File: src/rtl/noc_local_ni.sv
// noc_local_ni: network interface between a processing element and the local
// port of a NOC router.
// - TX path: host requests are packed into {payload, dest_x, dest_y} flits,
//   queued, and injected under credit-based flow control.
// - RX path: flits ejected by the router are queued, and one credit is
//   returned for every flit the host consumes.
// - Optional build macro NOC_NI_STATS_EN adds tx_flits_o / rx_flits_o
//   traffic counters.
module noc_local_ni #(
    parameter int XCOORD   = 0,
    parameter int YCOORD   = 0,
    parameter int TX_DEPTH = 4,
    parameter int RX_DEPTH = 4,
    parameter int CREDITS  = 4
) (
    input  logic        clk,
    input  logic        rst,
    input  logic [7:0]  tx_payload_i,
    input  logic [3:0]  tx_dest_x_i,
    input  logic [3:0]  tx_dest_y_i,
    input  logic        tx_valid_i,
    output logic        tx_ready_o,
    output logic [15:0] net_data_o,
    output logic        net_enable_o,
    input  logic        net_credit_i,
    input  logic [15:0] net_data_i,
    input  logic        net_enable_i,
    output logic        net_credit_o,
    output logic [15:0] rx_data_o,
    output logic        rx_valid_o,
    input  logic        rx_pop_i,
    output logic        rx_overflow_o
`ifdef NOC_NI_STATS_EN
    ,
    output logic [15:0] tx_flits_o,
    output logic [15:0] rx_flits_o
`endif
);

    localparam int TAW = (TX_DEPTH > 1) ? $clog2(TX_DEPTH) : 1;
    localparam int TCW = $clog2(TX_DEPTH + 1);
    localparam int RAW = (RX_DEPTH > 1) ? $clog2(RX_DEPTH) : 1;
    localparam int RCW = $clog2(RX_DEPTH + 1);
    localparam int CW  = $clog2(CREDITS + 1);

    localparam logic [TCW-1:0] TX_FULL    = TCW'(TX_DEPTH);
    localparam logic [RCW-1:0] RX_FULL    = RCW'(RX_DEPTH);
    localparam logic [CW-1:0]  CREDIT_MAX = CW'(CREDITS);
    localparam logic [TAW-1:0] TX_LAST    = TAW'(TX_DEPTH - 1);
    localparam logic [RAW-1:0] RX_LAST    = RAW'(RX_DEPTH - 1);

    // Configuration sanity: the router coordinates only have 4 bits, and the
    // FIFOs need at least two entries. Self-addressed flits need no special
    // handling here because the router loops them back to the local port.
    if (TX_DEPTH < 32'sd2 || (TX_DEPTH & (TX_DEPTH - 32'sd1)) != 32'sd0) begin : g_chk_tx_depth
        $error("noc_local_ni: TX_DEPTH must be a power of 2 and at least 2");
    end
    if (RX_DEPTH < 32'sd2 || CREDITS < 32'sd1) begin : g_chk_rx_credit
        $error("noc_local_ni: RX_DEPTH must be at least 2 and CREDITS at least 1");
    end
    if (XCOORD < 32'sd0 || XCOORD > 32'sd15 || YCOORD < 32'sd0 || YCOORD > 32'sd15) begin : g_chk_coord
        $error("noc_local_ni: XCOORD/YCOORD must fit in 4 bits");
    end

    typedef enum logic [0:0] {
        IDLE = 1'b0,
        SEND = 1'b1
    } tx_state_t;

    function automatic logic [TAW-1:0] tx_ptr_next(input logic [TAW-1:0] ptr);
        if (ptr == TX_LAST) begin
            return {TAW{1'b0}};
        end else begin
            return ptr + TAW'(1'b1);
        end
    endfunction

    function automatic logic [RAW-1:0] rx_ptr_next(input logic [RAW-1:0] ptr);
        if (ptr == RX_LAST) begin
            return {RAW{1'b0}};
        end else begin
            return ptr + RAW'(1'b1);
        end
    endfunction

    // TX side state
    logic [15:0]    tx_mem_r [TX_DEPTH];
    logic [TAW-1:0] tx_wr_ptr_r;
    logic [TAW-1:0] tx_rd_ptr_r;
    logic [TCW-1:0] tx_count_r;
    logic [CW-1:0]  credit_r;
    tx_state_t      state_r;
    tx_state_t      state_next_s;
    logic           send_s;
    logic           tx_push_s;
    logic           tx_can_send_s;
    logic [15:0]    net_data_r;
    logic           net_enable_r;

    // RX side state
    logic [15:0]    rx_mem_r [RX_DEPTH];
    logic [RAW-1:0] rx_wr_ptr_r;
    logic [RAW-1:0] rx_rd_ptr_r;
    logic [RCW-1:0] rx_count_r;
    logic           rx_full_s;
    logic           rx_pop_s;
    logic           rx_push_s;
    logic           rx_drop_s;
    logic           net_credit_r;
    logic           rx_overflow_r;

    // Ready reflects only the registered count, so a same-cycle pop never
    // frees a slot early; it is held low while reset is asserted.
    assign tx_ready_o    = ~rst & (tx_count_r != TX_FULL);
    assign tx_push_s     = tx_valid_i & tx_ready_o;
    assign tx_can_send_s = (tx_count_r != {TCW{1'b0}}) & (credit_r != {CW{1'b0}});

    assign net_data_o    = net_data_r;
    assign net_enable_o  = net_enable_r;

    // Send FSM: a flit leaves whenever one is queued and a credit is held.
    always_comb begin
        state_next_s = state_r;
        send_s       = 1'b0;
        case (state_r)
            IDLE: begin
                if (tx_can_send_s) begin
                    state_next_s = SEND;
                    send_s       = 1'b1;
                end else begin
                    state_next_s = IDLE;
                    send_s       = 1'b0;
                end
            end
            SEND: begin
                if (tx_can_send_s) begin
                    state_next_s = SEND;
                    send_s       = 1'b1;
                end else begin
                    state_next_s = IDLE;
                    send_s       = 1'b0;
                end
            end
            default: begin
                state_next_s = IDLE;
                send_s       = 1'b0;
            end
        endcase
    end

    // Send FSM state register.
    always_ff @(posedge clk or posedge rst) begin
        if (rst) begin
            state_r <= IDLE;
        end else begin
            state_r <= state_next_s;
        end
    end

    // TX FIFO storage; contents are don't-care until written.
    always_ff @(posedge clk) begin
        if (tx_push_s) begin
            tx_mem_r[tx_wr_ptr_r] <= {tx_payload_i, tx_dest_x_i, tx_dest_y_i};
        end
    end

    // TX FIFO pointers and occupancy.
    always_ff @(posedge clk or posedge rst) begin
        if (rst) begin
            tx_wr_ptr_r <= {TAW{1'b0}};
            tx_rd_ptr_r <= {TAW{1'b0}};
            tx_count_r  <= {TCW{1'b0}};
        end else begin
            if (tx_push_s) begin
                tx_wr_ptr_r <= tx_ptr_next(tx_wr_ptr_r);
            end
            if (send_s) begin
                tx_rd_ptr_r <= tx_ptr_next(tx_rd_ptr_r);
            end
            case ({tx_push_s, send_s})
                2'b10:   tx_count_r <= tx_count_r + TCW'(1'b1);
                2'b01:   tx_count_r <= tx_count_r - TCW'(1'b1);
                default: tx_count_r <= tx_count_r;
            endcase
        end
    end

    // Credit counter: a send consumes one, a returned credit adds one
    // (clamped at the router buffer depth); both together cancel out.
    always_ff @(posedge clk or posedge rst) begin
        if (rst) begin
            credit_r <= CREDIT_MAX;
        end else begin
            case ({send_s, net_credit_i})
                2'b10:   credit_r <= credit_r - CW'(1'b1);
                2'b01:   credit_r <= (credit_r == CREDIT_MAX) ? CREDIT_MAX : credit_r + CW'(1'b1);
                default: credit_r <= credit_r;
            endcase
        end
    end

    // Registered flit output toward the router; data is zero between flits.
    always_ff @(posedge clk or posedge rst) begin
        if (rst) begin
            net_data_r   <= 16'h0000;
            net_enable_r <= 1'b0;
        end else begin
            net_enable_r <= send_s;
            net_data_r   <= send_s ? tx_mem_r[tx_rd_ptr_r] : 16'h0000;
        end
    end

    // RX handshake: a write to a full FIFO is only accepted when the head
    // is consumed in the same cycle, otherwise the flit is dropped.
    assign rx_full_s  = (rx_count_r == RX_FULL);
    assign rx_valid_o = (rx_count_r != {RCW{1'b0}});
    assign rx_pop_s   = rx_pop_i & rx_valid_o;
    assign rx_push_s  = net_enable_i & (~rx_full_s | rx_pop_s);
    assign rx_drop_s  = net_enable_i & rx_full_s & ~rx_pop_s;
    assign rx_data_o  = rx_valid_o ? rx_mem_r[rx_rd_ptr_r] : 16'h0000;

    assign net_credit_o  = net_credit_r;
    assign rx_overflow_o = rx_overflow_r;

    // RX FIFO storage; on full write+pop the slot being freed is reused.
    always_ff @(posedge clk) begin
        if (rx_push_s) begin
            rx_mem_r[rx_wr_ptr_r] <= net_data_i;
        end
    end

    // RX FIFO pointers, occupancy, credit return and sticky overflow flag.
    always_ff @(posedge clk or posedge rst) begin
        if (rst) begin
            rx_wr_ptr_r   <= {RAW{1'b0}};
            rx_rd_ptr_r   <= {RAW{1'b0}};
            rx_count_r    <= {RCW{1'b0}};
            net_credit_r  <= 1'b0;
            rx_overflow_r <= 1'b0;
        end else begin
            if (rx_push_s) begin
                rx_wr_ptr_r <= rx_ptr_next(rx_wr_ptr_r);
            end
            if (rx_pop_s) begin
                rx_rd_ptr_r <= rx_ptr_next(rx_rd_ptr_r);
            end
            case ({rx_push_s, rx_pop_s})
                2'b10:   rx_count_r <= rx_count_r + RCW'(1'b1);
                2'b01:   rx_count_r <= rx_count_r - RCW'(1'b1);
                default: rx_count_r <= rx_count_r;
            endcase
            net_credit_r  <= rx_pop_s;
            rx_overflow_r <= rx_overflow_r | rx_drop_s;
        end
    end

`ifdef NOC_NI_STATS_EN
    logic [15:0] tx_flits_r;
    logic [15:0] rx_flits_r;

    assign tx_flits_o = tx_flits_r;
    assign rx_flits_o = rx_flits_r;

    // Free-running traffic counters, wrapping at 16 bits.
    always_ff @(posedge clk or posedge rst) begin
        if (rst) begin
            tx_flits_r <= 16'h0000;
            rx_flits_r <= 16'h0000;
        end else begin
            tx_flits_r <= send_s ? tx_flits_r + 16'h0001 : tx_flits_r;
            rx_flits_r <= rx_push_s ? rx_flits_r + 16'h0001 : rx_flits_r;
        end
    end
`endif

endmodule

File: config.mk
export PLATFORM = sky130hd
export DESIGN_NAME = noc_local_ni
export DESIGN_NICKNAME = d
export VERILOG_FILES = /design/src/rtl/noc_local_ni.sv
export SDC_FILE = /design/constraint.sdc
export NUM_CORES = 1
export LEC_CHECK = 0
export ABC_AREA = 1
export CORE_ASPECT_RATIO = 0.6
export CORE_UTILIZATION = 50
export DETAILED_ROUTE_END_ITERATION = 8
export PLACE_DENSITY = 0.72
export SYNTH_ARGS = -nofsm -noshare
export SYNTH_HDL_FRONTEND = slang
export SYNTH_SLANG_ARGS = --single-unit
File: constraint.sdc
create_clock -name clk -period 3.86 [get_ports clk]
set_input_delay 0.772 -clock clk [delete_from_list [all_inputs] [get_ports clk]]
set_output_delay 0.772 -clock clk [all_outputs]
set_load 0.005 [all_outputs]
==> summary.md <==
| Metric | Value |
|---|---|
| Run status | `complete, no violations` |
| Number of global-route vias before repair | `4211` |
| Routed via count | `4076` |
| Met3 layer usage reported by global route | `4.90%` |
| Met2 capacity usage during global routing | `34.3%` |
| Clock buffers created by TritonCTS | `17` |
| Number of violations of the max-capacitance limit | `0` |
| Core Rows | `32` |
| Area contributors post-synth | `sky130_fd_sc_hd__edfxtp_1 58%, sky130_fd_sc_hd__dfrtp_1 13%, sky130_fd_sc_hd__nor2_1 8.0%` |
| Routed length per placed instance | `16.2 um` |
| Cell Pwr Density | `786 nW/um2` |
| Actual transition at the worst max-transition pin | `0.734 ns` |
| Starting density of the core | `51.2%` |
| Net count of the finished layout | `670` |
| Most used standard cell by instance count after synthesis | `sky130_fd_sc_hd__nor2_1` |
| Setup Fix Bufs, Post-CTS | `0` |
| Worst-path clk slew | `0.07 ns` |
| Cell at the root of the clock tree | `sky130_fd_sc_hd__clkbuf_16` |
| Type of the most critical hold path | `register to register` |
| Number of different library cells in the post-synthesis netlist | `31` |
| GR peak layer | `met2` |
| Remaining number of nets flagged by the antenna check after routing | `0` |
| HPWL after DPL | `8.12 mm` |
| Mapped Cells | `531` |
| Filler Cell Count | `927` |
| Number of I/O port buffers | `74` |
| Clock net sink count | `164` |
| Total wire length | `12.9 mm` |
| Worst setup path class | `register to output port` |
| Highest net fanout along the worst path | `33` |
| Overall track demand over capacity in global routing | `20.6%` |
| Share of post-route cells with drive strength above 1 | `9.87%` |
| Leading post-synthesis cells by instance count | `141 x sky130_fd_sc_hd__nor2_1, 128 x sky130_fd_sc_hd__edfxtp_1, 66 x sky130_fd_sc_hd__o21ai_0` |
| Main flop type after synthesis | `sky130_fd_sc_hd__edfxtp_1` |
| Cells resized by post-CTS repair | `0` |
| Antenna Diode Count | `0` |
| Arr. time, crit path | `2.54 ns` |
| Total count of max-transition violations in the final report | `0` |
| Synthesized cell area | `6580 um2` |
| Total Neg Setup Slack | `0 ns` |
| Proportion of synthesized flip-flops having asynchronous set or reset | `22.0%` |
| Synthesized area divided by synthesized cell count | `12.4 um2` |
| Peak Freq | `0.302 GHz` |
| Shortest period the worst path allows | `3.31 ns` |
| Setup slack of the critical path after layout | `0.552 ns` |
| Core area | `12900 um2` |
| Type of element launching the critical path | `register` |
| RSZ-0062 raised after global routing | `false` |
| Utilization after layout | `63.0%` |
| Maximum number of pins on one net before global-route repair | `37` |
| Fraction of post-synthesis cell area in the top cell type by area | `58.4%` |
| Boundary pin count | `75` |
| Cell type contributing the most total cell area after synthesis | `sky130_fd_sc_hd__edfxtp_1` |
| Worst setup skew after layout | `0.0109 ns` |
| Post-route DRC violation count | `0` |
| Final RePlAce weighted congestion | `0.773` |
| Met1 routing resource usage after global routing | `26.4%` |
| Floorplan die height | `90.9 um` |
| Setup slack, reg-to-reg | `1.61 ns` |
| Max Root-Sink Buffers | `2` |
| Die width | `150 um` |
| Iteration-0 DRC Markers | `242` |
| Number of enable flip-flop cells after synthesis | `128` |
| Clock latency on the worst-skew pair | `0.41 ns` |
| # setup viols final | `0` |
| H-tree depth | `4` |
| Hold buffers post-CTS | `0` |
| Synth warn | `0` |
| Maximum resistive drop on vdd | `333 uV` |
| Sort of element at the end of the critical path | `output port` |
| Final Hold Fails | `0` |
| Leakage power total | `0.00303 uW` |
| Data required time of the critical path | `3.09 ns` |
| Synthesis-stage register bit count | `164` |
| Worst rel slew slack | `51.1%` |
| Share of the clock period used by the worst path | `85.7%` |
| Final global-route overflow total | `0` |
| Antenna violations before repair | `0` |
| Layout overhead on the synthesized area | `23.0%` |
| First-pass GRT wire length | `20.9 mm` |
| TritonCTS clock tree | `done` |
| Via/cell ratio | `5.11` |
| TritonRoute pass-1 iters | `4` |
| Setup slack at placement | `1.02 ns` |
| Die outline area | `13600 um2` |
| Share of the yosys chip area belonging to registers | `72.1%` |
| Syn Nets | `586` |
==> worst max-delay path, stage by stage (launching register included) <==
cell                              delay (ns)
sky130_fd_sc_hd__dfrtp_1                0.79
sky130_fd_sc_hd__inv_2                  0.40
sky130_fd_sc_hd__o21ai_0                0.31
sky130_fd_sc_hd__a21oi_1                0.12
sky130_fd_sc_hd__clkdlybuf4s50_1        0.48
==> sequential cells by signal, indices dropped and copies added (netlist names), 2 cells and up <==
signal	count
rx_mem_r	64
tx_rd_ptr_r	2
tx_count_r	3
rx_rd_ptr_r	2
tx_mem_r	64
credit_r	3
tx_wr_ptr_r	2
rx_wr_ptr_r	2
net_data_o	16
rx_count_r	3
==> area by class of cell <==
type                            count  area (um2)  area share, %
Multi-Input combinational cell    310        1570           19.4
Timing Repair Buffer               87         838           10.4
Sequential cell                   164        4750           58.6
Tap cell                          170         213           2.63
Clock inverter                     15         166           2.06
Inverter                           35         134           1.65
Clock buffer                       17         425           5.26
==> path summary, 6_finish.rpt <==
path / end / start / cells past startpoint
max: rx_data_o[13] / rx_rd_ptr_r[0] / 4
min: rx_overflow_o / rx_overflow_o / 1
max reg2reg: tx_count_r[2] / credit_r[1] / 12
min reg2reg: rx_overflow_o / rx_overflow_o / 1
max in group asynchronous: net_data_o[1] / rst / 3
min in group asynchronous: tx_count_r[0] / rst / 3
==> per-stage QoR <==
stage | power (uW) | hold slack [ns] | cells | instance area (um2)
after floorplan | 3880 | 0.468 | 531 | 6580
after global placement | 4670 | 0.458 | 766 | 7500
after detailed placement | 4790 | 0.467 | 766 | 7500
after CTS | 6430 | 0.485 | 798 | 8090
after global routing | 6790 | 0.520 | 798 | 8090
final | 6360 | 0.476 | 798 | 8090
==> per-layer routing <==
| layer | up-vias | wire length (um) |
|---|---|---|
| li1 | 2000 | - |
| met1 | 1971 | 5760 |
| met2 | 97 | 6340 |
| met3 | 8 | 729 |
| met4 | 0 | 89 |
| met5 | - | 0 |
==> power breakdown <==
part	internal, uW	switching (uW)
clock	865	750
sequential	2320	210
combinational	978	1240
==> cell families (layout without fill, tap and decap cells) <==
group                    Yosys count  after routing  share of synthesized area (%)
flip-flops                       164            164                           72.1
adder cells (fa/ha/maj)           17             17                           3.46
AND/OR/NAND/NOR                  173            173                           10.5
AO/OA/AOI/OAI                    116            116                           9.41
buffers and inverters             57            154                           4.03
XOR/XNOR                           4              4                          0.532
==> cells in the final DEF, fill, tap and decap left out, drive strengths merged, types with 3 or more instances in the layout <==
| cell | netlist | final |
|---|---|---|
| a21oi | 38 | 38 |
| buf | 16 | 13 |
| edfxtp | 128 | 128 |
| inv | 35 | 41 |
| clkinvlp | 0 | 3 |
| dfrtp | 35 | 35 |
| o21ai | 75 | 75 |
| nand2 | 21 | 21 |
| clkdlybuf4s50 | 0 | 74 |
| nand3 | 7 | 7 |
| nor2 | 142 | 142 |
| clkinv | 0 | 6 |
| clkbuf | 6 | 17 |
| ha | 15 | 15 |
No activity file was read; power rests on OpenSTA's default activity.
